[config.mk]
export PLATFORM = sky130hd
export DESIGN_NAME = exe_mdu
export DESIGN_NICKNAME = d
export VERILOG_FILES = /design/src/rtl/exe_mdu.sv
export SDC_FILE = /design/constraint.sdc
export NUM_CORES = 1
export LEC_CHECK = 0
export ABC_AREA = 0
export BUFFER_PORTS_ARGS = -buffer_cell sky130_fd_sc_hd__buf_2
export CORE_MARGIN = 2
export CORE_UTILIZATION = 60
export DETAILED_ROUTE_END_ITERATION = 8
export PLACE_DENSITY = 0.78
export REMOVE_ABC_BUFFERS = 1
export SETUP_SLACK_MARGIN = 0.2
export SYNTH_ARGS = -nofsm -noshare
export SYNTH_HDL_FRONTEND = slang
export SYNTH_SLANG_ARGS = --single-unit
[constraint.sdc]
create_clock -name clk -period 9.7 [get_ports clk]
set_input_delay 0.97 -clock clk [delete_from_list [all_inputs] [get_ports clk]]
set_output_delay 0.97 -clock clk [all_outputs]
set_load 0.005 [all_outputs]
[src/rtl/exe_mdu.sv]
// Iterative RV32M/RV64M multiply/divide unit; define EXE_MDU_EARLY_OUT_EN for 1-cycle special-case results.
// Latency N+1 (N = XLEN/MUL_STEP for MUL*, XLEN for DIV/REM); result holds in DONE until res_rdy_i, no issue while busy.
module exe_mdu #(
  parameter int XLEN     = 32,
  parameter int MUL_STEP = 2
) (
  input  logic            clk,
  input  logic            reset,
  input  logic            req_v_i,
  output logic            req_rdy_o,
  input  logic [2:0]      op_i,
  input  logic [XLEN-1:0] rs1_data_i,
  input  logic [XLEN-1:0] rs2_data_i,
  input  logic [4:0]      rd_adr_i,
  input  logic            kill_i,
  output logic            res_v_o,
  input  logic            res_rdy_i,
  output logic [XLEN-1:0] res_data_o,
  output logic [4:0]      res_rd_adr_o,
  output logic            busy_o
);

  localparam int CW = $clog2(XLEN);
  localparam logic [CW-1:0] MUL_CNT = CW'(XLEN / MUL_STEP - 1);
  localparam logic [CW-1:0] DIV_CNT = CW'(XLEN - 1);

`ifdef EXE_MDU_EARLY_OUT_EN
  localparam bit EARLY_OUT = 1'b1;
`else
  localparam bit EARLY_OUT = 1'b0;
`endif

  localparam logic [2:0] OP_MUL    = 3'd0;
  localparam logic [2:0] OP_MULHSU = 3'd2;
  localparam logic [2:0] OP_MULHU  = 3'd3;
  localparam logic [2:0] OP_DIVU   = 3'd5;
  localparam logic [2:0] OP_REMU   = 3'd7;

  typedef enum logic [1:0] {IDLE, CALC, DONE} state_t;

  state_t            state_q, state_d;
  logic              accept, done_ld;
  logic [2:0]        op_q;
  logic [4:0]        rd_q;
  logic [CW-1:0]     cnt_q;
  logic [2*XLEN-1:0] mcand_q, acc_q;
  logic [XLEN-1:0]   mplier_q;
  logic              neg_q, rneg_q, spec_q;
  logic [XLEN-1:0]   spec_res_q, res_data_q;
  logic [4:0]        res_rd_q;

  // request decode: operand magnitudes, signs and the special cases
  logic            is_div_in, s1_sgn, s2_sgn, a_neg, b_neg;
  logic            div0_in, ovf_in, mul0_in, spec_in;
  logic [XLEN-1:0] a_mag, b_mag, spec_res_in;

  always_comb begin
    is_div_in   = op_i[2];
    s1_sgn      = (op_i != OP_MULHU) && (op_i != OP_DIVU) && (op_i != OP_REMU);
    s2_sgn      = s1_sgn && (op_i != OP_MULHSU);
    a_neg       = s1_sgn & rs1_data_i[XLEN-1];
    b_neg       = s2_sgn & rs2_data_i[XLEN-1];
    a_mag       = a_neg ? -rs1_data_i : rs1_data_i;
    b_mag       = b_neg ? -rs2_data_i : rs2_data_i;
    div0_in     = is_div_in && (rs2_data_i == '0);
    ovf_in      = is_div_in && !op_i[0] && (rs1_data_i == {1'b1, {(XLEN-1){1'b0}}}) && (&rs2_data_i);
    mul0_in     = !is_div_in && ((rs1_data_i == '0) || (rs2_data_i == '0));
    spec_in     = div0_in | ovf_in | mul0_in;
    spec_res_in = '0;
    if (div0_in)     spec_res_in = op_i[1] ? rs1_data_i : '1;
    else if (ovf_in) spec_res_in = op_i[1] ? '0 : rs1_data_i;
  end

  // one iteration step; divide reuses mplier_q as dividend/quotient and acc_q as remainder
  logic [2*XLEN-1:0] pp, mul_acc_nxt, prod;
  logic [XLEN:0]     rem_sh, diff;
  logic              quo_bit;
  logic [XLEN-1:0]   rem_nxt, quo_nxt, quo_fin, rem_fin, fin_res;

  always_comb begin
    pp = '0;
    for (int i = 0; i < MUL_STEP; i++) begin
      if (mplier_q[i]) pp = pp + (mcand_q << i);
    end
    mul_acc_nxt = acc_q + pp;
    rem_sh      = {acc_q[XLEN-1:0], mplier_q[XLEN-1]};
    diff        = rem_sh - {1'b0, mcand_q[XLEN-1:0]};
    quo_bit     = ~diff[XLEN];
    rem_nxt     = quo_bit ? diff[XLEN-1:0] : rem_sh[XLEN-1:0];
    quo_nxt     = {mplier_q[XLEN-2:0], quo_bit};
    prod        = neg_q ? -mul_acc_nxt : mul_acc_nxt;
    quo_fin     = neg_q ? -quo_nxt : quo_nxt;
    rem_fin     = rneg_q ? -rem_nxt : rem_nxt;
    if (spec_q)              fin_res = spec_res_q;
    else if (op_q[2])        fin_res = op_q[1] ? rem_fin : quo_fin;
    else if (op_q == OP_MUL) fin_res = prod[XLEN-1:0];
    else                     fin_res = prod[2*XLEN-1:XLEN];
  end

  always_comb begin
    state_d = state_q;
    accept  = 1'b0;
    done_ld = 1'b0;
    case (state_q)
      IDLE: begin
        if (req_v_i && !kill_i) begin
          accept  = 1'b1;
          state_d = (EARLY_OUT && spec_in) ? DONE : CALC;
        end
      end
      CALC: begin
        if (kill_i) begin
          state_d = IDLE;
        end else if (cnt_q == '0) begin
          state_d = DONE;
          done_ld = 1'b1;
        end
      end
      DONE: begin
        if (kill_i || res_rdy_i) state_d = IDLE;
      end
      default: state_d = IDLE;
    endcase
  end

  always_ff @(posedge clk) begin
    if (reset) state_q <= IDLE;
    else       state_q <= state_d;
  end

  always_ff @(posedge clk) begin
    if (reset) begin
      op_q       <= '0;
      rd_q       <= '0;
      cnt_q      <= '0;
      mcand_q    <= '0;
      mplier_q   <= '0;
      acc_q      <= '0;
      neg_q      <= 1'b0;
      rneg_q     <= 1'b0;
      spec_q     <= 1'b0;
      spec_res_q <= '0;
      res_data_q <= '0;
      res_rd_q   <= '0;
    end else if (accept) begin
      op_q       <= op_i;
      rd_q       <= rd_adr_i;
      cnt_q      <= is_div_in ? DIV_CNT : MUL_CNT;
      mcand_q    <= {{XLEN{1'b0}}, (is_div_in ? b_mag : a_mag)};
      mplier_q   <= is_div_in ? a_mag : b_mag;
      acc_q      <= '0;
      neg_q      <= a_neg ^ b_neg;
      rneg_q     <= a_neg;
      spec_q     <= spec_in;
      spec_res_q <= spec_res_in;
      if (EARLY_OUT && spec_in) begin
        res_data_q <= spec_res_in;
        res_rd_q   <= rd_adr_i;
      end
    end else if (state_q == CALC) begin
      cnt_q <= cnt_q - 1'b1;
      if (op_q[2]) begin
        acc_q    <= {{XLEN{1'b0}}, rem_nxt};
        mplier_q <= quo_nxt;
      end else begin
        acc_q    <= mul_acc_nxt;
        mcand_q  <= mcand_q << MUL_STEP;
        mplier_q <= mplier_q >> MUL_STEP;
      end
      if (done_ld) begin
        res_data_q <= fin_res;
        res_rd_q   <= rd_q;
      end
    end
  end

  assign req_rdy_o    = (state_q == IDLE) & ~reset;
  assign res_v_o      = (state_q == DONE);
  assign busy_o       = (state_q != IDLE);
  assign res_data_o   = res_data_q;
  assign res_rd_adr_o = res_rd_q;

endmodule
* Word-level counts from Yosys, hierarchy flattened
Cells that the tools add are included.
** Cells by class
- Add/sub/neg operators :: 9
- $mul :: 0
- Div/mod/pow operators :: 0
- Order comparisons :: 0
- Equality and inequality tests :: 11
- Shift operators :: 0
- Mux-type cells :: 38
- Bitwise gates (word level) :: 10
- Reductions and logical operators :: 27
** Operator list (count)
- 32-bit 2-to-1 mux :: 21
- 64-bit 2-to-1 mux :: 4
- 64-bit adder :: 2
- 32-bit negation :: 4
- 32-bit zero test :: 2
- 64-bit negation :: 1
- 33-bit by 32-bit subtractor with 33-bit output :: 1
- 32-bit == test (second input constant) :: 1
- 32-bit AND reduction :: 1
- 5-bit 2-to-1 mux :: 3
- 1-bit logical AND :: 9
- 3-bit inequality test (second input constant) :: 3
- 2-bit 2-to-1 mux :: 4
- 3-bit by 2-bit inequality test with 1-bit output (second input constant) :: 2
- 2-bit case mux with 3 select lines :: 1
- 3-bit AND reduction :: 2
- 5-bit zero test :: 1
- 1-bit 2-to-1 mux :: 5
- 5-bit by 1-bit subtractor with 5-bit output (second input constant) :: 1
- 2-bit inequality test (second input constant) :: 2
- 1-bit inverter :: 4
- 2-bit AND reduction :: 2
- 2-bit nonzero test :: 2
- 1-bit AND :: 3
- other kinds (10) :: 14
** Word-level totals
- Register bits :: 247
- Bits in latches :: 0
- Bits in writable memories :: 0
- Memory bits (read-only) :: 0
- Input bits :: 77
- Output and inout port bits :: 40
- Word-level logic and storage cells :: 109
- Memories :: 0

* Logic depth before layout (Yosys ltp)
- Word-level depth :: 9
- Depth in mapped cells :: 40
- Gate-level depth less buffers :: 30

* Worst setup path before layout
OpenSTA, ideal clock, no wires.
- Path type :: reg2reg
- Start point :: register mplier_q[0]
- End point :: register res_data_q[31], in the netlist res_data_o[31]
- Library setup time :: 0.074 ns
- Arrival time :: 8.751 ns
- Data required time :: 9.626 ns
- Slack :: 0.874 ns
- Stages on the path, launching flop included :: 39
- Buffers on the path :: 9
- Clock period less this slack :: 8.826 ns
- Path through :: dfxtp_1 > clkbuf_1 > clkbuf_1 > clkbuf_1 > clkbuf_1 > clkbuf_1 > clkbuf_1 > clkbuf_1 > clkbuf_1 > nand2_1 > inv_1 > ha_1 > inv_1 > fa_1 > o32a_1 > o211a_1 > o22ai_1 > o211ai_1 > [3 not listed] > a21o_1 > a21oi_1 > xnor2_1 > mux2_2 > ha_1 > clkbuf_1 > nand4_1 > or3_1 > nor3_1 > nand4_1 > o22ai_1 > o31ai_1 > xor2_1 > nor3b_1 > or4b_1 > o41ai_1 > nand3_1 > a31oi_1
** On the way
- Word-level cells in the longest chain between the ends :: 9
- Elaborated cells on any way between the ends :: 12
- Those cells by class :: add/sub: 4; mux: 8
** Ends and longest elaborated chain
- start: declaration :: line 47 : logic [XLEN-1:0] mplier_q;
- start signal: assignment :: line 150 : mplier_q <= is_div_in ? a_mag : b_mag;
- start signal: assignment :: line 164 : mplier_q <= quo_nxt;
- start signal: assignment :: line 168 : mplier_q <= mplier_q >> MUL_STEP;
- 64-bit 2-to-1 mux :: line 83 : if (mplier_q[i]) pp = pp + (mcand_q << i);
- 64-bit adder :: line 83
- 64-bit 2-to-1 mux :: line 83
- 64-bit adder :: line 85 : mul_acc_nxt = acc_q + pp;
- 64-bit negation :: line 91 : prod = neg_q ? -mul_acc_nxt : mul_acc_nxt;
- 64-bit 2-to-1 mux :: line 91
- 32-bit 2-to-1 mux :: line 96 : else if (op_q == OP_MUL) fin_res = prod[XLEN-1:0];
- 32-bit 2-to-1 mux * :: line 95 : else if (op_q[2]) fin_res = op_q[1] ? rem_fin : quo_fin;
- 32-bit 2-to-1 mux * :: line 94 : if (spec_q) fin_res = spec_res_q;
- end signal: assignment :: line 157 : res_data_q <= spec_res_in;
- end signal: assignment :: line 171 : res_data_q <= fin_res;
- end: declaration :: line 49 : logic [XLEN-1:0] spec_res_q, res_data_q;
Mark *: on every way between the ends. The rest lies on a longest branch, timed or not.
A chain may end at the register's enable or synchronous reset.

* Worst setup path after layout
- Start point :: register mplier_q[0]
- End point :: register res_data_q[2], in the netlist res_data_o[2]
The elaborated chain is that of the path after synthesis.

==> impl_metrics.py <==
metrics = {
    "status": {
        "status": "completed",
    },
    "final_layout": {
        "ff_latch_area_sq_mm": 0.00495,
        "mostFrequentLayoutCell": "nand2_1",
        "fin_util": 0.643,
        "drive_gt1_frac": 0.0806,
        "nets": 4322,
        "final_cell_mix": "nand2_1 (553), nor2_1 (391), a21oi_1 (388), o21ai_0 (309), dfxtp_1 (243)",
        "nFillCells": 4492,
        "area_growth_pct": 6.42,
        "multi_input_area_sq_mm": 0.0223,
    },
    "worst_setup_path": {
        "critPathMaxFanout": 45,
        "path_common_cell": "o21ai_0",
        "worst-path-buf-inv": 2,
        "crit_family": "compound AO/OA/AOI/OAI gates",
        "crit_arrival_ns": 9.43,
        "r2r_end": "res_data_o[2]$_SDFFE_PP0P_",
        "crit_slowest_cell": "or4b_1",
        "worstReg2RegStart": "mplier_q[0]$_SDFFE_PP0P_",
        "reg2reg_slack_ns": 0.81,
        "cpPeakStageDelay_ns": 0.79,
        "worst_setup_path_end_kind": "flip-flop",
        "reg2reg_depth": 28,
        "required_ns": 10.24,
        "worstSetupPathType": "flip-flop to flip-flop",
        "path_depth": 28,
        "startpoint_type": "flip-flop",
    },
    "power": {
        "swShare": 0.407,
        "power_frac_seq": 0.311,
        "power_frac_comb": 0.346,
        "p_switching_w": 0.00147,
        "ir_drop_uv": 209,
        "intPower_w": 0.00214,
        "p_leak_nw": 11.7,
        "clock_power_share": 0.343,
        "finalPower_w": 0.00362,
        "power.density_mw_per_mm2": 118,
    },
    "floorplan": {
        "row_count": 80,
        "start_util": 0.604,
        "die_y_um": 223,
        "fp.dieArea_sq_mm": 0.0496,
        "core_area_sq_mm": 0.0475,
        "pin_count": 117,
        "die_w_um": 223,
    },
    "cts": {
        "cts_resized": 0,
        "path_clk_slew_ns": 0.06,
        "cts_tree": "yes",
        "cts_max_level": 1,
        "hold_buffers": 0,
        "cts_root_buf": "clkbuf_16",
        "cts_setup_buffers": 0,
        "clk_path_buf_depth": 3,
        "cts-buffers-inserted": 31,
        "cts_sinks": 247,
        "clkLatencyLatePin_ns": 0.63,
    },
    "place": {
        "routabilityCongestion": 1.07,
        "io_buffer_count": 116,
        "pre_cts_slack_ns": 1.31,
        "hpwl_um": 88000,
    },
    "timing": {
        "max_slew_margin": 0.107,
        "tightest_slew_ns": 1.34,
        "rsz0062_at_grt": "false",
        "layout_min_cycle_time_ns": 8.89,
        "final_hold_viol_count": 0,
        "fin_skew_ns": 0.0194,
        "setup_viol": 0,
        "max_freq_mhz": 112,
        "slew_violations": 0,
        "period_share": 0.917,
        "tns_ns": 0,
        "setup_slack_ns": 0.809,
    },
    "grt": {
        "antenna_found_initial": 2,
        "grt_overflow": 0,
        "grt_pass1_vias": 30100,
        "grt_pass1_wl_um": 178000,
        "grt_usage": 0.454,
        "grt_max_degree": 105,
    },
    "synth": {
        "yosys.area_share.simple": 0.258,
        "ys.flop_type": "dfxtp_1",
        "synth_area_leaders": "dfxtp_1 (17%), nand2_1 (7.3%), a21oi_1 (6.8%), ha_1 (6.4%), o21ai_0 (5.4%)",
        "yosysWarningCount": 0,
        "async_flop_share": 0,
        "ys_seq_area_frac": 0.172,
        "synth_enable_flop_cells": 0,
        "synth_seq_cells": 247,
        "ys_types": 104,
        "synth_top_area_cell": "dfxtp_1",
        "avgSynthCellArea_sq_um": 6.88,
        "synth_top_cell_area_share": 0.172,
        "synthCells": 4177,
        "synthAdderAreaFrac": 0.0660,
        "synth_compound_area_frac": 0.333,
        "synth_top_family_by_area": "compound AO/OA/AOI/OAI gates",
        "syn-cell-area_sq_mm": 0.0287,
        "synthXorXnorAreaFrac": 0.0811,
        "muxShareOfSynthArea": 0.0362,
    },
    "hold_path": {
        "hold_end": "spec_res_q[10]$_SDFFE_PP0P_",
        "hold_start": "spec_res_q[10]$_SDFFE_PP0P_",
        "hold_depth": 2,
        "worstHoldPathType": "flip-flop to flip-flop",
    },
    "routing": {
        "vias": 33300,
        "drtAntennaViolNets": 0,
        "wl_per_cell_um": 24.7,
        "drt_iter0_markers": 3980,
        "drc": 0,
        "dr.pass1.iters": 6,
        "avgViaCountPerCell": 7.02,
        "wirelength_um": 117000,
    },
    "run": {
        "maxCapViolations": 0,
    },
}
## state kept, by name, indices dropped and copies added (netlist names), 3 cells and up
| signal | cells |
|---|---|
| rd_q | 5 |
| op_q | 3 |
| res_data_o | 32 |
| acc_q | 64 |
| mcand_q | 64 |
| spec_res_q | 32 |
| mplier_q | 32 |
| res_rd_adr_o | 5 |
| cnt_q | 5 |
## Yosys cell counts (70+ instances only)
library cell and count:
xnor2_1 160, o211ai_1 101, inv_1 101, a21o_1 70
clkbuf_1 244, ha_1 146, mux2i_1 77, o21ai_0 309
xor2_1 106, a21oi_1 388, a211oi_1 81, nor2_1 396
nand3_1 74, and2_1 74, dfxtp_1 247, nand2_1 555
nor3_1 96
## worst max-delay path by stage
stage	from	to	slack, ns
5_1_grt	mplier_q[0]$_SDFFE_PP0P_	res_data_o[29]$_SDFFE_PP0P_	0.41
6_report	mplier_q[0]$_SDFFE_PP0P_	res_data_o[2]$_SDFFE_PP0P_	0.81
2_1_floorplan	mplier_q[0]$_SDFFE_PP0P_	res_data_o[17]$_SDFFE_PP0P_	0.70
3_3_place_gp	mplier_q[0]$_SDFFE_PP0P_	res_data_o[4]$_SDFFE_PP0P_	1.21
3_5_place_dp	mplier_q[0]$_SDFFE_PP0P_	res_data_o[2]$_SDFFE_PP0P_	1.31
4_1_cts	mplier_q[0]$_SDFFE_PP0P_	res_data_o[4]$_SDFFE_PP0P_	1.25
## worst register-to-register path: cells and delay by family (launching register included)
family,cells,cell delay [ns]
mux,1,0.16
xor+xnor,3,0.71
compound gates,13,4.08
flops,1,0.65
fa+ha+maj,3,1.18
simple gates,6,1.89
buf+inv,2,0.13
## cell type report
| cell class | count | share of cell area |
|---|---|---|
| multi-input combinational | 3531 | 0.731 |
| sequential | 247 | 0.162 |
| timing repair buffer | 177 | 0.0341 |
| clock buffer | 40 | 0.0278 |
| tap | 615 | 0.0252 |
| inverter | 108 | 0.0133 |
| clock inverter | 18 | 0.00675 |
| antenna | 1 | 0.0000819 |
## per-stage QoR
stage / instances / hold WS [ns] / area (sq um)
floorplan: 3886 / 0.417 / 27600
detailed placement: 4678 / 0.439 / 29500
global placement: 4678 / 0.428 / 29500
CTS: 4736 / 0.453 / 30600
finish: 4737 / 0.447 / 30600
global route: 4736 / 0.478 / 30600
## kinds of logic after synthesis
logic type | after synthesis
XOR/XNOR | 266
adder cells (fa/ha/maj) | 150
flip-flops | 247
AO/OA/AOI/OAI | 1454
buffers and inverters | 399
multiplexers | 101
AND/OR/NAND/NOR | 1560
## layer usage
| metal | share of wire | GRT usage | vias to the layer above |
|---|---|---|---|
| li1 | - | - | 15300 |
| met1 | 0.38 | 0.567 | 15500 |
| met2 | 0.42 | 0.685 | 2009 |
| met3 | 0.11 | 0.103 | 483 |
| met4 | 0.088 | 0.337 | 2 |
| met5 | 0.00015 | 0 | - |
## power groups by stage
stage | sequential, W | combinational [W] | clock, W
global route | 0.00113 | 0.00132 | 0.00127
detailed placement | 0.00114 | 0.00119 | 0
CTS | 0.00112 | 0.00119 | 0.00124
floorplan | 0.00113 | 0.000763 | 0
finish | 0.00112 | 0.00125 | 0.00124
global placement | 0.00114 | 0.00118 | 0
Power figures use the tool's default switching activity.
